## config.mk

```make
export PLATFORM = sky130hd
export DESIGN_NAME = decodificador_rgb
export DESIGN_NICKNAME = d
export VERILOG_FILES = /design/src/rtl/decodificador_rgb.sv
export SDC_FILE = /design/constraint.sdc
export NUM_CORES = 1
export LEC_CHECK = 0
export ABC_AREA = 1
export BUFFER_PORTS_ARGS = -buffer_cell sky130_fd_sc_hd__clkbuf_2
export CELL_PAD_IN_SITES_DETAIL_PLACEMENT = 1
export CELL_PAD_IN_SITES_GLOBAL_PLACEMENT = 2
export CORE_AREA = 5 5 42 44
export DETAILED_ROUTE_END_ITERATION = 12
export DIE_AREA = 0 0 47 49
export HOLD_SLACK_MARGIN = 0.12
export MAX_ROUTING_LAYER = met4
export PLACE_DENSITY = 0.5
export SLEW_MARGIN = 30
export SYNTH_ARGS = -nofsm -noshare
export SYNTH_HDL_FRONTEND = slang
export SYNTH_SLANG_ARGS = --single-unit
```

## constraint.sdc

```tcl
create_clock -name clock -period 0.81 [get_ports clock]
set_input_delay 0.1215 -clock clock [delete_from_list [all_inputs] [get_ports clock]]
set_output_delay 0.1215 -clock clock [all_outputs]
set_load 0.02 [all_outputs]
```

## src/rtl/decodificador_rgb.sv

```systemverilog
// decodificador_rgb: one-hot colour code to registered RGB LED pin levels.
// Rev 1.0 - initial release.
`default_nettype none

module decodificador_rgb #(
  parameter int LED_ATIVO_BAIXO = 0
) (
  input  logic       clock,
  input  logic       reset,
  input  logic       en,
  input  logic [3:0] dados,
  output logic [2:0] leds_rgb
);

  localparam logic [2:0] C_COR_DESLIGADA = 3'b000;
  localparam logic [2:0] C_PINOS_OFF     = (LED_ATIVO_BAIXO != 0) ? 3'b111 : 3'b000;

  logic [2:0] cor;
  logic [2:0] pinos;

  // Logical colour {B,R,G}; anything that is not a single valid code is dark.
  always_comb begin
    cor = C_COR_DESLIGADA;
    if (en) begin
      case (dados)
        4'b0001: cor = 3'b010;
        4'b0010: cor = 3'b100;
        4'b0100: cor = 3'b011;
        4'b1000: cor = 3'b001;
        default: cor = C_COR_DESLIGADA;
      endcase
    end
  end

  assign pinos = (LED_ATIVO_BAIXO != 0) ? ~cor : cor;

  always_ff @(posedge clock) begin
    if (reset) begin
      leds_rgb <= C_PINOS_OFF;
    end else begin
      leds_rgb <= pinos;
    end
  end

endmodule

`default_nettype wire

```

==> qor.yml, run 1 <==
cts_setup_buffers: 0
die_h_um: 49
drc: 0
dpl.hpwl_um: 338
synthToLayoutAreaGrowth_pct: 90.1
status: "complete, no violations"
first_iter_violations: 0
rows: 14
die_w_um: 47
leakagePower_nw: 0.143
critPathKind: "reg -> out"
avgSynthCellArea_um2: 5.79
grt_start_max_net_pins: 5
period_needed_ns: 0.782
grt_pass1_vias: 173
critPathBufInv: 1
multi_input_area_um2: 63.8
worstPathMaxFanout: 1
io_buffers: 9
top_regs: "leds_rgb (3)"
power_density_mw_per_mm2: 1760
cp-end-kind: "output pin"
cts.sinks: 3
cts_buffer_depth: 2
holdPathEnd: "leds_rgb[2]"
cts-htree-levels: 1
drtAntennaViolNets: 0
gp_congestion: 0.713
synth_seq_cells: 3
cp-startpoint: "leds_rgb[1]"
cp_slowest_stage_delay_ns: 0.31
hold_start: "dados[1]"
grt_usage: 0.0483
rsz0062_at_grt: "yes"
initial_core_util: 0.0991
cts_tree: "yes"
startpoint_type: "flop"
dr.pass1.iters: 1
antenna_found_initial: 0
relSlewSlack: 0.881
num_vias: 176
fin_ws_ns: 0.0283
setup_viol: 0
synthTopCellsByArea: "dfxtp_1 (43%), nand2_1 (27%), nor2_1 (19%)"
design.core.area_mm2: 0.00140
wl_per_cell_um: 6.98
dp_slack_ns: 0.187
maxCapViolCount: 0
largest_register_ffs: 3
worstMarginPinSlew_ns: 0.178
ys_types: 5
final_common_cell: "nand2_1"
place_area_um2: 204
pin_count: 10
hold_viol: 0
worstHoldPathCells: 3
critical-path-top-delay-family: "flip-flops"
cp_slowest_cell: "dfxtp_2"
drive_gt1_frac: 0.432
ys_seq_area_frac: 0.432
synthCells: 24
yosysTopAreaCell: "dfxtp_1"
hold_slack_ns: 0.132
arrival_ns: 0.66
netlist.area_leader.share: 0.432
regMostFlops: "leds_rgb"
diodes: 0
yosys_warnings: 0
root_buffer: "clkbuf_4"
numCtsBuffers: 3
vdd_drop_max_v: 0.000312
syn_nets: 31
viasPerCell: 3.32
drt-total-wl_um: 370
drv_slew: 0
nNetsFinal: 45
grt_overflow: 0
regArea_um2: 63.8
fill_cells: 184
die_area_mm2: 0.00230
crit_path_cell_trace: "buf_8"
grt_pass1_wl_um: 676
finalInstanceArea_um2: 264
clkTransAtPathRegs_ns: 0.04
hp-class: "in -> reg"
fmax_mhz: 1280
synth_area_um2: 139
post-route-period-util: 0.965
final_cell_mix: "nand2_1 (10), nor2_1 (7), clkbuf_2 (6)"
worstPathRequired_ns: 0.69
==> worst max-delay path by stage <==
stage / endpoint / slack (ns) / depth (start not counted)
after floorplan: leds_rgb[0] / 0.29 / 0
after global placement: leds_rgb[0] / 0.19 / 5
after detailed placement: leds_rgb[0] / 0.19 / 5
after CTS: leds_rgb[0] / 0.003 / 1
after global routing: leds_rgb[2] / -0.01 / 1
final: leds_rgb[1] / 0.03 / 1
==> per-layer routing <==
metal  wire (um)  part of all wire  up-vias  global-route usage
met2         168              0.45        7              0.0566
met1         155              0.42       74              0.0394
met4           0                 0        0              0.0415
li1            -                 -       95                   -
met5           0                 0        -                   -
met3          46              0.12        0              0.0554
==> cells in the mapped netlist (all sizes together) <==
| cell | count |
|---|---|
| nand2 | 10 |
| nor2 | 7 |
| inv | 4 |
| dfxtp | 3 |
==> power breakdown <==
group          internal, mW  switching (mW)  leakage, nW
Clock                 0.184          0.0724       0.0150
Sequential            0.152         0.00153       0.0257
Combinational        0.0256          0.0283        0.102
==> cell type report <==
| type | instances | area share |
|---|---|---|
| Timing Repair Buffer | 9 | 0.284 |
| Sequential cell | 3 | 0.242 |
| Multi-Input combinational cell | 17 | 0.242 |
| Clock buffer | 4 | 0.0995 |
| Tap cell | 16 | 0.0758 |
| Inverter | 4 | 0.0569 |
==> metrics by stage <==
step	utilization	power (mW)	TNS [ns]	instances
2_1_floorplan	-	0.178	0	24
3_3_place_gp	0.146	0.204	0	49
3_5_place_dp	0.146	0.205	0	49
4_1_cts	0.186	0.481	0	53
5_1_grt	0.188	0.521	-0.0270	53
6_report	0.188	0.464	0	53
==> logic make-up after synthesis <==
| family | after synthesis | synth area share |
|---|---|---|
| flip-flops | 3 | 0.432 |
| AND/OR/NAND/NOR | 17 | 0.460 |
| buffers and inverters | 4 | 0.108 |
==> timing repair <==
item | in CTS | in global routing
resized for setup | 9 | 3
endpoints found under the setup margin | 3 | 3
hold buffers | 0 | 0
cloned | 0 | 0
No activity file was read; power rests on OpenSTA's default activity.
==> run 2, diff against run 1 <==
Settings changed: CTS_CLUSTER_SIZE set to 24, SETUP_SLACK_MARGIN set to 0.3.
==> run 2 against run 1 <==
Sequential power about the same; clock-buffer cell count unchanged; global-route usage down 0.50 points; worst hold slack worse by 0.0051 ns; sequential share of layout area unchanged; via count down 1.7%; critical path type unchanged; highest routed layer unchanged.
==> qor.yml, run 2 (synthesis gave the netlist of run 1 again) <==
drv_slew: 0  # unchanged
worstPathMaxFanout: 1  # unchanged
cp_slowest_cell: "dfxtp_2"  # unchanged
relSlewSlack: 0.878  # was 0.881
die_area_mm2: 0.00230  # unchanged
design.core.area_mm2: 0.00140  # unchanged
crit_path_cell_trace: "buf_8"  # unchanged
largest_register_ffs: 3  # unchanged
grt_overflow: 0  # unchanged
critical-path-top-delay-family: "flip-flops"  # unchanged
die_w_um: 47  # unchanged
dr.pass1.iters: 1  # unchanged
rows: 14  # unchanged
seqPwrFrac: 0.327  # was 0.330
grt_pass1_wl_um: 621  # was 676 um
period_needed_ns: 0.786  # was 0.782 ns
synthToLayoutAreaGrowth_pct: 90.1  # unchanged
root_buffer: "clkbuf_4"  # unchanged
drt-total-wl_um: 392  # was 370 um
hp-class: "in -> reg"  # unchanged
grt_start_max_net_pins: 5  # unchanged
post-route-period-util: 0.971  # was 0.965
critPathKind: "reg -> out"  # unchanged
diodes: 0  # unchanged
final_cell_mix: "nand2_1 (10), nor2_1 (7), clkbuf_2 (6)"  # unchanged
numCtsBuffers: 3  # unchanged
viasPerCell: 3.26  # was 3.32
cp-end-kind: "output pin"  # unchanged
crit_cells: 1  # unchanged
initial_core_util: 0.0991  # unchanged
comb_power_share: 0.115  # was 0.116
dp.cells: 49  # unchanged
vdd_drop_max_v: 0.000211  # was 0.000312 V
critPathBufInv: 1  # unchanged
cts_setup_buffers: 0  # unchanged
power.internal_mw: 0.362  # was 0.361 mW
hold_viol: 0  # unchanged
pin_count: 10  # unchanged
power_mw: 0.468  # was 0.464 mW
io_buffers: 9  # unchanged
worstHoldPathCells: 3  # unchanged
p_clk_frac: 0.559  # was 0.554
rsz0062_at_grt: "yes"  # unchanged
startpoint_type: "flop"  # unchanged
p_sw_mw: 0.107  # was 0.102 mW
gp_congestion: 0.687  # was 0.713
cts_tree: "yes"  # unchanged
grt_pass1_vias: 179  # was 173
dp_slack_ns: 0.156  # was 0.187 ns
num_vias: 173  # was 176
final_common_cell: "nand2_1"  # unchanged
finalNonFillerCells: 53  # unchanged
dpl.hpwl_um: 360  # was 338 um
power_density_mw_per_mm2: 1770  # was 1760 mW/mm^2
nNetsFinal: 45  # unchanged
regMostFlops: "leds_rgb"  # unchanged
drtAntennaViolNets: 0  # unchanged
first_iter_violations: 0  # unchanged
arrival_ns: 0.66  # about the same
tns_ns: 0  # unchanged
leakagePower_nw: 0.143  # unchanged
wl_per_cell_um: 7.40  # was 6.98 um
grt_usage: 0.0433  # was 0.0483
worstMarginPinSlew_ns: 0.182  # was 0.178 ns
worstPathRequired_ns: 0.69  # about the same
cts_buffer_depth: 2  # unchanged
cts-htree-levels: 1  # unchanged
drive_gt1_frac: 0.432  # unchanged
final_core_util: 0.188  # unchanged
clkTransAtPathRegs_ns: 0.04  # about the same
antenna_found_initial: 0  # unchanged
cts.sinks: 3  # unchanged
setup_viol: 0  # unchanged
postCtsHoldBufs: 0  # unchanged
fin_ws_ns: 0.0235  # was 0.0283 ns
top_regs: "leds_rgb (3)"  # unchanged
maxCapViolCount: 0  # unchanged
fmax_mhz: 1270  # was 1280 MHz
drc: 0  # unchanged
fill_cells: 182  # was 184
status: "complete, no violations"  # unchanged
cp_slowest_stage_delay_ns: 0.31  # about the same
switching_share: 0.228  # was 0.220
die_h_um: 49  # unchanged
==> run 2: cell counts in the layout (fill, tap and decap cells not counted) <==
No cell type changed its count.
==> run 2: through the flow <==
stage,hold slack (ns),instance area [um^2]
after floorplan,0.238,143
after global placement,0.373,208
after detailed placement,0.372,208
after CTS,0.125,260
after global routing,0.147,264
final,0.127,264
==> run 2: repair_timing <==
action / in CTS / in global routing
pin swaps: 0 / 0
endpoints found under the setup margin: 3 / 3
gates cloned: 0 / 0
gates resized for setup: 6 / 3
==> run 2: final timing paths <==
check / start / endpoint / slack, ns
hold / removal: dados[1] / leds_rgb[2] / 0.13
setup / recovery: leds_rgb[2] / leds_rgb[2] / 0.02
==> run 2: per-layer routing <==
layer	GRT usage	share of wire	up-vias
met1	0.0394	0.43	71
li1	-	-	94
met5	-	0	-
met4	0.0415	0	0
met3	0.0332	0.092	0
met2	0.0543	0.48	8
==> run 2: area by class of cell <==
class / instances / area, um^2 / share of cell area
inverters: 4 / 15.0 / 0.0569
well taps: 16 / 20.0 / 0.0758
multi-input cells: 17 / 63.8 / 0.242
clock buffers: 4 / 26.3 / 0.0995
repair buffers: 9 / 75.1 / 0.284
flip-flops and latches: 3 / 63.8 / 0.242
==> run 2: power by group through the flow <==
stage | Combinational, mW | Clock (mW) | Sequential [mW]
global placement | 0.0505 | 0 | 0.154
detailed placement | 0.0510 | 0 | 0.154
floorplan | 0.0207 | 0 | 0.158
CTS | 0.0546 | 0.276 | 0.152
global route | 0.0616 | 0.286 | 0.153
finish | 0.0538 | 0.262 | 0.153
